**src/rtl/store_commit_queue_if.sv**
```systemverilog
// store_commit_queue_if: dispatch, update, commit/flush and memory-drain signals of the store queue
interface store_commit_queue_if #(
    parameter int TAG_W = 5
);
    logic             rdy;
    logic             alloc_vld;
    logic [TAG_W-1:0] alloc_tag;
    logic [1:0]       alloc_size;
    logic             full;
    logic             empty;
    logic             upd_vld;
    logic [TAG_W-1:0] upd_tag;
    logic [31:0]      upd_addr;
    logic [31:0]      upd_data;
    logic             str_done;
    logic [TAG_W-1:0] str_done_tag;
    logic             commit;
    logic             flush;
    logic             mem_req;
    logic [31:0]      mem_addr;
    logic [31:0]      mem_data;
    logic [1:0]       mem_size;
    logic             mem_ack;
    logic             err;
    modport master (
        output rdy, alloc_vld, alloc_tag, alloc_size, upd_vld, upd_tag, upd_addr, upd_data,
               commit, flush, mem_ack,
        input  full, empty, str_done, str_done_tag, mem_req, mem_addr, mem_data, mem_size, err
    );
    modport slave (
        input  rdy, alloc_vld, alloc_tag, alloc_size, upd_vld, upd_tag, upd_addr, upd_data,
               commit, flush, mem_ack,
        output full, empty, str_done, str_done_tag, mem_req, mem_addr, mem_data, mem_size, err
    );
endinterface

```
**src/rtl/store_commit_queue.sv**
```systemverilog
// store_commit_queue: circular store queue allocated in program order, filled by tag,
// committed in order by the reorder buffer and drained to memory over req/ack
module store_commit_queue #(
    parameter int SQ_SZ     = 16,
    parameter int SQ_SZ_LOG = 4,
    parameter int TAG_W     = 5
) (
    input  logic                clk_i,
    input  logic                rst_ni,
    store_commit_queue_if.slave bus
);
    typedef enum logic {IDLE, WAIT} drain_st_e;
    drain_st_e            st_q;
    logic [SQ_SZ-1:0]     vld_q, fil_q, cmt_q, vld_d, fil_d, cmt_d;
    logic [TAG_W-1:0]     tag_q  [SQ_SZ];
    logic [1:0]           size_q [SQ_SZ];
    logic [31:0]          addr_q [SQ_SZ];
    logic [31:0]          data_q [SQ_SZ];
    logic [SQ_SZ_LOG-1:0] head_q, cptr_q, tail_q, head_d, cptr_d, tail_d, hit_idx;
    logic [SQ_SZ_LOG:0]   count_d;
    logic                 hit, do_cmt, do_ret, do_alloc, do_upd, err_d;
    logic                 full_q, empty_q, err_q, str_done_q, mem_req_q;
    logic [TAG_W-1:0]     str_done_tag_q;
    logic [31:0]          mem_addr_q, mem_data_q;
    logic [1:0]           mem_size_q;
    always_comb begin
        hit     = 1'b0;
        hit_idx = '0;
        for (int i = 0; i < SQ_SZ; i++)
            if (vld_q[i] && !cmt_q[i] && tag_q[i] == bus.upd_tag) begin
                hit     = 1'b1;
                hit_idx = SQ_SZ_LOG'(i);
            end
        do_cmt   = bus.commit && vld_q[cptr_q] && !cmt_q[cptr_q] && fil_q[cptr_q];
        do_ret   = st_q == WAIT && bus.mem_ack;
        // a full queue still accepts an alloc when the head retires in the same cycle
        do_alloc = bus.alloc_vld && !bus.flush && (!full_q || do_ret);
        do_upd   = bus.upd_vld && hit && (!bus.flush || (do_cmt && hit_idx == cptr_q));
        err_d    = err_q || (bus.alloc_vld && !bus.flush && !do_alloc) || (bus.commit && !do_cmt);
        head_d   = head_q + SQ_SZ_LOG'(do_ret);
        cptr_d   = cptr_q + SQ_SZ_LOG'(do_cmt);
        tail_d   = bus.flush ? cptr_d : tail_q + SQ_SZ_LOG'(do_alloc);
        vld_d    = vld_q;
        fil_d    = fil_q;
        cmt_d    = cmt_q;
        if (do_ret) vld_d[head_q] = 1'b0;
        if (do_cmt) cmt_d[cptr_q] = 1'b1;
        if (do_upd) fil_d[hit_idx] = 1'b1;
        if (bus.flush) vld_d = vld_d & cmt_d;
        if (do_alloc) begin
            vld_d[tail_q] = 1'b1;
            fil_d[tail_q] = 1'b0;
            cmt_d[tail_q] = 1'b0;
        end
        count_d = '0;
        for (int i = 0; i < SQ_SZ; i++) count_d = count_d + (SQ_SZ_LOG+1)'(vld_d[i]);
    end
    always_ff @(posedge clk_i) begin
        if (bus.rdy) begin
            if (do_alloc) begin
                tag_q[tail_q]  <= bus.alloc_tag;
                size_q[tail_q] <= bus.alloc_size;
            end
            if (do_upd) begin
                addr_q[hit_idx] <= bus.upd_addr;
                data_q[hit_idx] <= bus.upd_data;
            end
        end
    end
    always_ff @(posedge clk_i or negedge rst_ni) begin
        if (!rst_ni) begin
            st_q           <= IDLE;
            vld_q          <= '0;
            fil_q          <= '0;
            cmt_q          <= '0;
            head_q         <= '0;
            cptr_q         <= '0;
            tail_q         <= '0;
            full_q         <= 1'b0;
            empty_q        <= 1'b1;
            err_q          <= 1'b0;
            str_done_q     <= 1'b0;
            str_done_tag_q <= '0;
            mem_req_q      <= 1'b0;
            mem_addr_q     <= '0;
            mem_data_q     <= '0;
            mem_size_q     <= '0;
        end else if (bus.rdy) begin
            vld_q          <= vld_d;
            fil_q          <= fil_d;
            cmt_q          <= cmt_d;
            head_q         <= head_d;
            cptr_q         <= cptr_d;
            tail_q         <= tail_d;
            full_q         <= count_d == (SQ_SZ_LOG+1)'(SQ_SZ);
            empty_q        <= count_d == '0;
            err_q          <= err_d;
            str_done_q     <= do_upd;
            str_done_tag_q <= do_upd ? bus.upd_tag : '0;
            case (st_q)
                IDLE: if (vld_q[head_q] && cmt_q[head_q]) begin
                    mem_req_q  <= 1'b1;
                    mem_addr_q <= addr_q[head_q];
                    mem_data_q <= data_q[head_q];
                    mem_size_q <= size_q[head_q];
                    st_q       <= WAIT;
                end
                WAIT: if (bus.mem_ack) begin
                    mem_req_q <= 1'b0;
                    st_q      <= IDLE;
                end
            endcase
        end
    end
    assign bus.full         = full_q;
    assign bus.empty        = empty_q;
    assign bus.err          = err_q;
    assign bus.str_done     = str_done_q;
    assign bus.str_done_tag = str_done_tag_q;
    assign bus.mem_req      = mem_req_q;
    assign bus.mem_addr     = mem_addr_q;
    assign bus.mem_data     = mem_data_q;
    assign bus.mem_size     = mem_size_q;
endmodule

```
**src/flat_wrapper.sv**
```systemverilog
// flat-port wrapper written by rule: the top's interface ports become plain ports
module store_commit_queue_flat 
#(
    parameter int SQ_SZ     = 16,
    parameter int SQ_SZ_LOG = 4,
    parameter int TAG_W     = 5
)
  (clk_i, rst_ni, bus_rdy, bus_alloc_vld, bus_alloc_tag, bus_alloc_size, bus_upd_vld, bus_upd_tag, bus_upd_addr, bus_upd_data, bus_commit, bus_flush, bus_mem_ack, bus_full, bus_empty, bus_str_done, bus_str_done_tag, bus_mem_req, bus_mem_addr, bus_mem_data, bus_mem_size, bus_err);
  store_commit_queue_if #(.TAG_W(TAG_W)) bus_i ();
  input  logic clk_i;
  input  logic rst_ni;
  input wire logic [$bits(bus_i.rdy)-1:0] bus_rdy;
  input wire logic [$bits(bus_i.alloc_vld)-1:0] bus_alloc_vld;
  input wire logic [$bits(bus_i.alloc_tag)-1:0] bus_alloc_tag;
  input wire logic [$bits(bus_i.alloc_size)-1:0] bus_alloc_size;
  input wire logic [$bits(bus_i.upd_vld)-1:0] bus_upd_vld;
  input wire logic [$bits(bus_i.upd_tag)-1:0] bus_upd_tag;
  input wire logic [$bits(bus_i.upd_addr)-1:0] bus_upd_addr;
  input wire logic [$bits(bus_i.upd_data)-1:0] bus_upd_data;
  input wire logic [$bits(bus_i.commit)-1:0] bus_commit;
  input wire logic [$bits(bus_i.flush)-1:0] bus_flush;
  input wire logic [$bits(bus_i.mem_ack)-1:0] bus_mem_ack;
  output wire logic [$bits(bus_i.full)-1:0] bus_full;
  output wire logic [$bits(bus_i.empty)-1:0] bus_empty;
  output wire logic [$bits(bus_i.str_done)-1:0] bus_str_done;
  output wire logic [$bits(bus_i.str_done_tag)-1:0] bus_str_done_tag;
  output wire logic [$bits(bus_i.mem_req)-1:0] bus_mem_req;
  output wire logic [$bits(bus_i.mem_addr)-1:0] bus_mem_addr;
  output wire logic [$bits(bus_i.mem_data)-1:0] bus_mem_data;
  output wire logic [$bits(bus_i.mem_size)-1:0] bus_mem_size;
  output wire logic [$bits(bus_i.err)-1:0] bus_err;
  assign bus_i.rdy = bus_rdy;
  assign bus_i.alloc_vld = bus_alloc_vld;
  assign bus_i.alloc_tag = bus_alloc_tag;
  assign bus_i.alloc_size = bus_alloc_size;
  assign bus_i.upd_vld = bus_upd_vld;
  assign bus_i.upd_tag = bus_upd_tag;
  assign bus_i.upd_addr = bus_upd_addr;
  assign bus_i.upd_data = bus_upd_data;
  assign bus_i.commit = bus_commit;
  assign bus_i.flush = bus_flush;
  assign bus_i.mem_ack = bus_mem_ack;
  assign bus_full = bus_i.full;
  assign bus_empty = bus_i.empty;
  assign bus_str_done = bus_i.str_done;
  assign bus_str_done_tag = bus_i.str_done_tag;
  assign bus_mem_req = bus_i.mem_req;
  assign bus_mem_addr = bus_i.mem_addr;
  assign bus_mem_data = bus_i.mem_data;
  assign bus_mem_size = bus_i.mem_size;
  assign bus_err = bus_i.err;
  store_commit_queue #(.SQ_SZ(SQ_SZ), .SQ_SZ_LOG(SQ_SZ_LOG), .TAG_W(TAG_W)) u_core (.clk_i(clk_i), .rst_ni(rst_ni), .bus(bus_i));
endmodule
```
**config.mk**
```make
export PLATFORM = sky130hd
export DESIGN_NAME = store_commit_queue_flat
export DESIGN_NICKNAME = d
export VERILOG_FILES = /design/src/rtl/store_commit_queue_if.sv /design/src/rtl/store_commit_queue.sv /design/src/flat_wrapper.sv
export SDC_FILE = /design/constraint.sdc
export NUM_CORES = 1
export LEC_CHECK = 0
export CORE_UTILIZATION = 40
export CTS_CLUSTER_DIAMETER = 100
export DETAILED_ROUTE_END_ITERATION = 10
export GPL_TIMING_DRIVEN = 1
export PLACE_DENSITY_LB_ADDON = 0.08
export REMOVE_ABC_BUFFERS = 1
export SETUP_SLACK_MARGIN = 0.02
export SLEW_MARGIN = 20
export SYNTH_ARGS = -nofsm -noshare
export SYNTH_HDL_FRONTEND = slang
export SYNTH_SLANG_ARGS = --single-unit
```
**constraint.sdc**
```tcl
create_clock -name clk_i -period 12.4 [get_ports clk_i]
set_clock_uncertainty 0.1 [all_clocks]
set_input_delay 1.86 -clock clk_i [delete_from_list [all_inputs] [get_ports clk_i]]
set_output_delay 1.86 -clock clk_i [all_outputs]
set_load 0.01 [all_outputs]
```
# --- Word-level counts from Yosys, hierarchy flattened ---
# Memory sizes are Yosys's and may differ from the RTL's. A register that Yosys moved wholly into a read port is not among the register bits.
# Cells that the tools add are included.
# W data, S select, Z words.
totals:
  regBits: 71
  ramBits: 1136
  input_bits: 84
  out_inout_bits: 76
  wordCells: 222
  n_memories: 4
classes:
  n_addsub: 18
  n_lt_le_gt_ge: 8
  n_eq_ne: 20
  n_mux: 70
  bitwise: 10
  n_reduce_logical: 79
mem_list:
  columns: ["name", "words", "word_bits", "read_ports", "rd_clocked_by_memory_dff", "wr", "line", "source"]
  rows:
  - ["u_core.addr_q", 16, 32, 1, 1, 1, "store_commit_queue.sv:17", "logic [31:0] addr_q [SQ_SZ];"]
  - ["u_core.data_q", 16, 32, 1, 1, 1, "store_commit_queue.sv:18", "logic [31:0] data_q [SQ_SZ];"]
  - ["u_core.tag_q", 16, 5, 16, 0, 1, "store_commit_queue.sv:15", "logic [TAG_W-1:0] tag_q [SQ_SZ];"]
  - ["u_core.size_q", 16, 2, 1, 1, 1, "store_commit_queue.sv:16", "logic [1:0] size_q [SQ_SZ];"]
op_table:
  columns: ["op", "count"]
  rows:
  - ["$mux W16", 7]
  - ["$eq A5 B5 Y1", 16]
  - ["$add A5 B1 Y5", 14]
  - ["$and A16 B16 Y16", 4]
  - ["$logic_and A1 B1 Y1", 48]
  - ["$or A16 B16 Y16", 3]
  - ["$mux W1", 36]
  - ["$mux W4", 9]
  - ["$not A16 Y16", 2]
  - ["$logic_not A1 Y1", 24]
  - ["$bmux W1 S4", 5]
  - ["$lt A4 B5 Y1 const B", 4]
  - ["$demux W1 S4", 4]
  - ["$ge A4 B1 Y1 const B", 4]
  - ["$add A4 B1 Y4", 3]
  - ["$mux W3", 4]
  - ["$reduce_and A3 Y1", 2]
  - ["$eq A5 B5 Y1 const B", 1]
  - ["$logic_not A5 Y1", 1]
  - ["$mux W5", 1]
  - ["$eq A4 B4 Y1", 1]
  - ["$logic_or A1 B1 Y1", 4]
  - ["$mux W2", 2]
  - ["$pmux W1 S2", 2]
  - ["4 further kinds", 4]

# --- Logic depth before layout (Yosys ltp) ---
# Gate-level depths: netlist (run 1).
logic_depth:
  word_depth: 27
  mapped_depth: 25
  mapped_depth_nobuf: 24

# --- Worst setup path before layout (run 1) ---
# OpenSTA, ideal clock, no wires.
synth_timing:
  kind: "in2reg"
  startpoint: "input bus_upd_tag[0]"
  endpoint: "memory u_core.addr_q[14][0], enable pin"
  setup_ns: 0.644
  arrival_ns: 9.961
  required_time_ns: 11.656
  setup_slack_ns: 1.695
  path_stages: 10
  n_path_buf: 2
  cell_sequence: "buf_4 buf_6 xnor2_1 and4_1 or4_1 o221a_2 or3_1 xnor2_1 a21oi_1 nor4_1"
synth_between:
  elab_chain_cells: 24
  word_cells_on_any_way: 71
  classes_between: "17 x eq/ne; 34 x mux; 20 x reduce/logical"
synth_rtl:
  columns: ["element", "line", "source"]
  rows:
  - ["start, declared", "flat_wrapper.sv:17", "input wire logic [$bits(bus_i.upd_tag)-1:0] bus_upd_tag;"]
  - ["$eq A5 B5 Y1", "store_commit_queue.sv:30", "if (vld_q[i] && !cmt_q[i] && tag_q[i] == bus.upd_tag) begin"]
  - ["$logic_and A1 B1 Y1", "store_commit_queue.sv:30", null]
  - ["$mux W1", "store_commit_queue.sv:30", null]
  - ["$mux W2 (2 in a row)", "store_commit_queue.sv:30", null]
  - ["$mux W3 (4 in a row)", "store_commit_queue.sv:30", null]
  - ["$mux W4 (8 in a row)", "store_commit_queue.sv:30", null]
  - ["$eq A4 B4 Y1", "store_commit_queue.sv:38", "do_upd = bus.upd_vld && hit && (!bus.flush || (do_cmt && hit_idx == cptr_q));"]
  - ["$logic_and A1 B1 Y1", "store_commit_queue.sv:38", null]
  - ["$logic_or A1 B1 Y1", "store_commit_queue.sv:38", null]
  - ["$logic_and A1 B1 Y1", "store_commit_queue.sv:38", null]
  - ["$mux W1", "store_commit_queue.sv:64", "if (do_upd) begin"]
  - ["$mux W1", "store_commit_queue.sv:59", "if (bus.rdy) begin"]
  - ["$mux W1 (implied by the code)", "store_commit_queue.sv:65", "addr_q[hit_idx] <= bus.upd_addr;"]
  - ["end, declared", "store_commit_queue.sv:17", null]
# Several ways; a longest one is shown, not always the timed one.

# --- Worst setup path after layout (run 1) ---
layout_timing:
  startpoint: "input bus_flush"
  endpoint: "register u_core.full_q, in the netlist u_core.bus.full"
layout_between:
  elab_chain_cells: 20
  word_cells_on_any_way: 22
  classes_between: "15 x add/sub; 1 x eq/ne; 2 x mux; 1 x bitwise; 3 x reduce/logical"
layout_rtl:
  columns: ["element", "line", "source"]
  rows:
  - ["start, declared", "flat_wrapper.sv:21", "input wire logic [$bits(bus_i.flush)-1:0] bus_flush;"]
  - ["$logic_not A1 Y1", "store_commit_queue.sv:37", "do_alloc = bus.alloc_vld && !bus.flush && (!full_q || do_ret);"]
  - ["$logic_and A1 B1 Y1 (2 in a row)", "store_commit_queue.sv:37", null]
  - ["$mux W16 *", "store_commit_queue.sv:50", "if (do_alloc) begin"]
  - ["$add A1 B1 Y2", "store_commit_queue.sv:56", "for (int i = 0; i < SQ_SZ; i++) count_d = count_d + (SQ_SZ_LOG+1)'(vld_d[i]);"]
  - ["$add A5 B1 Y5 (13 in a row)", "store_commit_queue.sv:56", null]
  - ["$add A5 B1 Y5 *", "store_commit_queue.sv:56", null]
  - ["$eq A5 B5 Y1 *", "store_commit_queue.sv:95", "full_q <= count_d == (SQ_SZ_LOG+1)'(SQ_SZ);"]
  - ["end signal, assigned", "store_commit_queue.sv:95", null]
  - ["end, declared", "store_commit_queue.sv:22", "logic full_q, empty_q, err_q, str_done_q, mem_req_q;"]
# Mark *: on every way between the ends. The rest lies on a longest branch, timed or not.
# A chain may end at the register's enable or synchronous reset.

==> results of run 1 <==
-- where the power goes --
| group | total, mW | switching [mW] | leakage (nW) | internal (mW) |
|---|---|---|---|---|
| sequential | 5.13 | 0.275 | 11.9 | 4.86 |
| combinational | 3.12 | 1.47 | 4.70 | 1.65 |
| clock | 4.07 | 1.68 | 2.21 | 2.39 |
| total | 12.3 | 3.42 | 18.8 | 8.89 |
-- kinds of logic after synthesis --
| group | count (synthesis) |
|---|---|
| multiplexers | 407 |
| XOR/XNOR | 89 |
| adder cells (fa/ha/maj) | 21 |
| AND/OR/NAND/NOR | 279 |
| buffers and inverters | 158 |
| flip-flops | 1273 |
| AO/OA/AOI/OAI | 168 |
-- critical path, cell delays in order --
cell and delay, ns:
clkdlybuf4s50_1 0.90, inv_1 0.69, nand3_1 0.34, nor3b_1 0.70, a21oi_1 0.23, fa_1 0.54, fa_1 0.51, fa_1 0.51
inv_1 0.05, fa_1 0.47, fa_1 0.43, fa_1 0.45, and2_1 0.18, o21ai_0 0.27, o32ai_1 0.15
-- cell usage in the layout (no fill, tap or decap), types with 11 or more instances in the layout --
cell type,Yosys,routed
nand3_1,20,20
xor2_1,43,43
mux4_2,335,335
a211o_1,13,13
a21oi_1,28,27
nand3b_1,13,13
clkbuf_16,0,144
nor3_1,21,12
inv_1,32,32
nor4_1,12,11
mux2_2,68,68
clkinv_1,1,20
buf_4,5,60
clkbuf_1,87,35
nand2_1,65,65
dfrtp_1,136,132
o21ai_0,37,37
ha_1,11,11
edfxtp_1,1136,1136
nor2_1,67,60
clkdlybuf4s50_1,0,157
xnor2_1,46,46
or4_1,11,11
a31oi_1,23,23
clkinv_2,0,27
nand2b_1,13,13
-- cell type report --
type                       count  area (um^2)  share of cell area
sequential                  1273        37600               0.642
multi-input combinational    964        12200               0.208
clock buffer                 186         3830              0.0655
timing repair buffer         221         2070              0.0354
tap                         1637         2050              0.0350
clock inverter                71          662              0.0113
inverter                      33          124             0.00212
antenna                        3         7.51            0.000128
-- registers in the layout, indices dropped and copies added, names as in the netlist, 2 cells and up --
name / flops
u_core.cmt_q: 16
u_core.cptr_q: 4
u_core.size_q: 32
u_core.tail_q: 4
u_core.addr_q: 512
u_core.bus.mem_size: 2
u_core.bus.mem_addr: 32
u_core.bus.str_done_tag: 5
u_core.vld_q: 16
u_core.tag_q: 80
u_core.bus.mem_data: 32
u_core.fil_q: 16
u_core.data_q: 512
u_core.head_q: 4
-- routing by layer --
metal | vias to the layer above | share of wire | GRT usage
li1 | 10392 | - | -
met2 | 640 | 0.50 | 0.340
met3 | 182 | 0.048 | 0.0371
met1 | 13306 | 0.43 | 0.280
met5 | - | 0.00059 | 0
met4 | 12 | 0.021 | 0.0588
-- through the flow --
step           cells  worst slack [ns]  setup TNS (ns)  power, mW
5_1_grt         4385              4.25               0       12.9
3_3_place_gp    4128              3.99               0       8.40
3_5_place_dp    4128              3.89               0       8.41
4_1_cts         4385              4.71               0       12.5
6_report        4388              4.58               0       12.3
2_1_floorplan   2270             -6.92         -473.79       8.02
-- worst min path at each step --
stage | to | startpoint | slack (ns) | cells after the start
final | u_core.bus.mem_req$_DFFE_PN0P_ | u_core.bus.mem_req$_DFFE_PN0P_ | 0.37 | 1
after CTS | u_core.bus.mem_req$_DFFE_PN0P_ | u_core.bus.mem_req$_DFFE_PN0P_ | 0.38 | 1
after global placement | u_core.bus.mem_req$_DFFE_PN0P_ | u_core.bus.mem_req$_DFFE_PN0P_ | 0.36 | 1
after floorplan | u_core.fil_q[2]$_DFFE_PN0P_ | u_core.fil_q[2]$_DFFE_PN0P_ | 0.35 | 2
after detailed placement | u_core.bus.mem_req$_DFFE_PN0P_ | u_core.bus.mem_req$_DFFE_PN0P_ | 0.37 | 1
after global routing | u_core.bus.mem_req$_DFFE_PN0P_ | u_core.bus.mem_req$_DFFE_PN0P_ | 0.39 | 1
==> results by group, run 1 <==
Min path
  – HP Class: reg2reg

Cells and area
  – Fin area: 58500 um^2
  – Layout cells sized above 1: 0.257
  – Final Core Density: 0.471
  – Synth-to-layout area growth: 16.3%
  – Fill cells: 10.3k
  – Final net count: 2738

Place
  – Placed Area: 53900 um^2
  – Routability Congestion: 0.881
  – Dpl hpwl: 70.2 mm
  – Port Buf Inserts: 159

Critical path
  – Req. time, crit path: 12.89 ns
  – Critical path launch point: bus_flush
  – Worst Setup EP: u_core.bus.full$_DFFE_PN0P_
  – R2R Path End: u_core.bus.full$_DFFE_PN0P_
  – CP startpoint kind: input pin
  – Reg2Reg Depth: 21
  – Crit-path max FO: 17
  – Reg-to-reg setup timing slack: 4.91 ns
  – Crit end category: register
  – CP Class: in2reg
  – Reg-to-Reg Start: u_core.cptr_q[1]$_DFFE_PN0P_
  – Worst path arrival time: 8.31 ns

Timing
  – Measured slew at the worst slew-check pin: 1.16 ns
  – Clock period minus worst slack: 7.82 ns
  – Period utilization: 0.630
  – Hold WS: 0.373 ns
  – Fin. Hold Viols: 0
  – Slew margin rel.: 0.220
  – # setup viols final: 0
  – FMAX: 128 MHz
  – Slew Limit Fails: 0
  – RSZ-0062 raised after global routing: no

Yosys
  – Simple-Gate Fraction of Synth Area: 0.0291
  – Async set-or-reset flop fraction in the synthesized netlist: 0.108
  – Synth top area share: 0.679
  – Post-synthesis compound-gate area fraction: 0.0222
  – EDFF count, synth: 1136
  – Synth top cells by count: edfxtp_1, mux4_2, dfrtp_1, clkbuf_1, mux2_2
  – #FFs+latches synth: 1273
  – Cell Area, Synth: 50300 um^2
  – Xor/xnor cell area share of the yosys netlist: 0.0155
  – Adder-cell share of the synthesized area: 0.00672
  – Syn avg cell area: 21.0 um^2
  – Count leader, synth: edfxtp_1
  – Largest area contributor in the netlist: edfxtp_1
  – Dominant synthesized flop cell: edfxtp_1
  – Post-synthesis cell count: 2395
  – Main combinational cell family by area after synthesis: multiplexers
  – Sequential area share after synthesis: 0.747
  – Multiplexer share of the synthesized area: 0.166
  – Synth unique cells: 71
  – Synth area leaders: edfxtp_1, mux4_2, dfrtp_1, mux2_2, xnor2_1
  – Synthesis Warnings: 0

CTS
  – Clock root cell: clkbuf_16
  – Hold Buf Count CTS: 0
  – # clock sinks: 1273
  – Post-cts repair resize count: 0
  – Clock latency on the worst-skew pair: 0.75 ns
  – Max Buffers Root-to-Sink: 3
  – Clock-pin slew on the worst setup and hold paths: 0.05 ns
  – CTS Buf Count: 140
  – CTS tree: done
  – H-tree levels: 4
  – Postcts setup bufs: 0

Global routing
  – Initial antenna violation count: 9
  – Total global routing track utilization: 0.206
  – Grt total ovfl: 0
  – Global-route wire length before repair: 187 mm
  – Vias in the first global route: 26.3k
  – Pin count of the biggest net entering global routing: 112

Power and ir drop
  – Leakage: 18.8 nW
  – PD cells: 211 nW/um^2
  – VDD IR-drop max: 127 uV

Detailed routing
  – Routed vias/inst: 5.59
  – Pre-antenna DRT Iters: 5
  – Antenna Nets Post-Route: 0
  – Wirelength per Cell: 29.2 um
  – Drt initial violations: 1859
  – Vias: 24.5k
  – Detailed-route DRC error count: 0
  – Routed WL: 128 mm

Floorplan
  – Core area: 124000 um^2
  – # rows: 129
  – Die H: 356 um
  – Width of the die: 356 um
  – Die area: 127000 um^2
  – Top Ports: 160
  – Initial Util: 0.405

Run
  – Max Cap Violations: 0

Run status
  – Status: complete, no violations
No activity file was read; power rests on OpenSTA's default activity.
==> run 2: changes to the inputs <==
==> constraint.sdc (replaced) <==
create_clock -name clk_i -period 6.7 [get_ports clk_i]
set_clock_uncertainty 0.1 [all_clocks]
set_input_delay 1.005 -clock clk_i [delete_from_list [all_inputs] [get_ports clk_i]]
set_output_delay 1.005 -clock clk_i [all_outputs]
set_load 0.01 [all_outputs]
==> results by group, run 2 (synthesis results as in run 1) <==
Critical path
  – R2R Path End: u_core.bus.empty$_DFFE_PN1P_
  – Worst path arrival time: 6.93 ns
  – Reg-to-Reg Start: u_core.cptr_q[1]$_DFFE_PN0P_
  – Crit end category: register
  – Crit-path leading delay family: adder cells
  – Max stage delay on crit path: 0.52 ns
  – Buf+Inv Stages, Crit Path: 3
  – Most frequent CP cell: fa_1
  – CP Class: reg2reg
  – Reg-to-reg setup timing slack: 0.36 ns
  – Req. time, crit path: 7.29 ns
  – Crit-path max FO: 7
  – CP max stage cell: fa_1
  – Reg2Reg Depth: 23
  – Cell Chain, Critical Path: buf_4 -> and3b_1 -> a311oi_1 -> o32ai_2 -> o2111ai_2 -> nand2b_4 -> nor2_1 -> a211o_1 -> o211ai_1 -> o31ai_1 -> ha_1 -> inv_1 -> fa_1 -> fa_1 -> fa_1 -> inv_1 -> fa_1 -> fa_2 -> fa_1 -> and2_1 -> o211ai_1 -> nor2_1 -> a22o_1
  – CP startpoint kind: register

CTS
  – Post-cts repair resize count: 0
  – CTS tree: done
  – Clock-pin slew on the worst setup and hold paths: 0.06 ns
  – Max Buffers Root-to-Sink: 3
  – Hold Buf Count CTS: 0
  – Clock latency on the worst-skew pair: 0.76 ns
  – CTS Buf Count: 143
  – # clock sinks: 1273
  – Postcts setup bufs: 0
  – H-tree levels: 4
  – Clock root cell: clkbuf_16

Power and ir drop
  – PD cells: 388 nW/um^2
  – Leakage: 19.3 nW
  – VDD IR-drop max: 390 uV

Floorplan
  – Top Ports: 160
  – Width of the die: 356 um
  – # rows: 129
  – Die H: 356 um
  – Initial Util: 0.405
  – Core area: 124000 um^2
  – Die area: 127000 um^2

Cells and area
  – Finished Layout Cells: 4464
  – Commonest cells after routing, fill and taps aside: edfxtp_1, mux4_2, clkdlybuf4s50_1
  – Final net count: 2809
  – Layout cells sized above 1: 0.279
  – Most common cell after layout, fill and taps aside: edfxtp_1
  – Final Core Density: 0.481
  – Fill cells: 10.2k
  – Largest regs: u_core.addr_q (512), u_core.data_q (512), u_core.tag_q (80)
  – Synth-to-layout area growth: 18.7%

Detailed routing
  – Pre-antenna DRT Iters: 5
  – Wirelength per Cell: 29.4 um
  – Routed WL: 131 mm
  – Routed vias/inst: 5.63
  – Vias: 25.1k
  – Drt initial violations: 1745
  – Antenna Nets Post-Route: 0
  – Detailed-route DRC error count: 0

Run
  – Max Cap Violations: 0

Timing
  – Clock period minus worst slack: 6.34 ns
  – RSZ-0062 raised after global routing: no
  – Measured slew at the worst slew-check pin: 1.09 ns
  – Fin. Hold Viols: 0
  – Slew margin rel.: 0.271
  – Slew Limit Fails: 0
  – # setup viols final: 0
  – Period utilization: 0.947
  – FMAX: 158 MHz

Global routing
  – Met3 Use GR: 0.0398
  – Total global routing track utilization: 0.210
  – GR met1 Demand/Resource: 0.295
  – Initial antenna violation count: 12
  – Pin count of the biggest net entering global routing: 111
  – Met2 usage: 0.334
  – Grt total ovfl: 0
  – Vias in the first global route: 26.7k
  – Gr busiest metal: met2
  – Global-route wire length before repair: 191 mm

Run status
  – Status: complete, no violations

Place
  – # placed instances: 4196
  – Dpl hpwl: 73.2 mm
  – Routability Congestion: 0.886
  – Port Buf Inserts: 159

Min path
  – HP Class: in2async
run 2: changes by cell type in the layout (fill, tap and decap cells not counted), sizes merged:
| cell | before | now |
|---|---|---|
| buf | 64 | 132 |
| clkbuf | 186 | 208 |
| clkinv | 53 | 44 |
| bufinv | 10 | 8 |
| inv | 38 | 36 |
| diode | 3 | 2 |
run 2: worst register-to-register path: stages, from the launching register on:
cell	delay [ns]
dfrtp_1	0.45
buf_4	0.21
and3b_1	0.18
a311oi_1	0.35
o32ai_2	0.13
o2111ai_2	0.24
nand2b_4	0.18
nor2_1	0.06
a211o_1	0.30
o211ai_1	0.12
o31ai_1	0.11
ha_1	0.31
inv_1	0.08
fa_1	0.44
fa_1	0.49
fa_1	0.52
inv_1	0.05
fa_1	0.47
fa_2	0.38
fa_1	0.44
and2_1	0.18
o211ai_1	0.22
nor2_1	0.08
a22o_1	0.20
run 2: per-stage QoR:
stage | hold WS (ns) | setup slack, ns | setup TNS, ns | total power [mW] | cell area [um^2]
6_report | 0.0787 | 0.358 | 0 | 23.1 | 59700
5_1_grt | 0.0761 | 0.0465 | 0 | 24.2 | 59700
4_1_cts | 0.0549 | 0.147 | 0 | 23.5 | 59600
3_5_place_dp | 0.371 | -0.176 | -0.307 | 15.6 | 54900
3_3_place_gp | 0.364 | -0.166 | -0.230 | 15.6 | 54900
2_1_floorplan | 0.348 | -12.62 | -2176.34 | 14.4 | 49700
run 2: how the worst max path moves through the flow:
stage	start	endpoint	slack, ns	cells past startpoint
floorplan	u_core.head_q[0]$_DFFE_PN0P_	u_core.bus.mem_addr[0]$_DFFE_PN0P_	-12.62	3
global placement	bus_commit	u_core.bus.empty$_DFFE_PN1P_	-0.17	21
detailed placement	bus_commit	u_core.bus.empty$_DFFE_PN1P_	-0.18	21
CTS	u_core.cptr_q[0]$_DFFE_PN0P_	u_core.bus.empty$_DFFE_PN1P_	0.15	22
global route	u_core.cptr_q[0]$_DFFE_PN0P_	u_core.bus.empty$_DFFE_PN1P_	0.05	22
finish	u_core.cptr_q[1]$_DFFE_PN0P_	u_core.bus.empty$_DFFE_PN1P_	0.36	23
run 2: metal layers:
metal	wire (um)	part of all wire	vias to the layer above
li1	-	-	10541
met1	58300	0.44	13717
met2	63100	0.48	652
met3	6550	0.050	211
met4	3010	0.023	18
met5	124	0.00095	-
run 2: final cells by class:
class	count	area [um^2]	share of cell area
flip-flops and latches	1273	37600	0.630
clock inverters	58	591	0.00990
well taps	1637	2050	0.0343
diodes	2	5.00	0.0000839
multi-input cells	964	12200	0.204
clock buffers	208	4140	0.0694
repair buffers	289	3000	0.0503
inverters	33	124	0.00208
run 2: where the power goes:
part | switching, mW | internal [mW]
Sequential | 0.376 | 9.00
Clock | 3.16 | 4.63
Combinational | 2.84 | 3.15
==> run 3: changes to the inputs <==
--- a/config.mk
+++ b/config.mk
@@ -8,6 +8,7 @@
 export CORE_UTILIZATION = 40
 export CTS_CLUSTER_DIAMETER = 100
 export DETAILED_ROUTE_END_ITERATION = 10
+export GPL_ROUTABILITY_DRIVEN = 1
 export GPL_TIMING_DRIVEN = 1
 export PLACE_DENSITY_LB_ADDON = 0.08
 export REMOVE_ABC_BUFFERS = 1
==> results of run 3 <==
Final layout, timing and power as in run 2 (identical DEF).
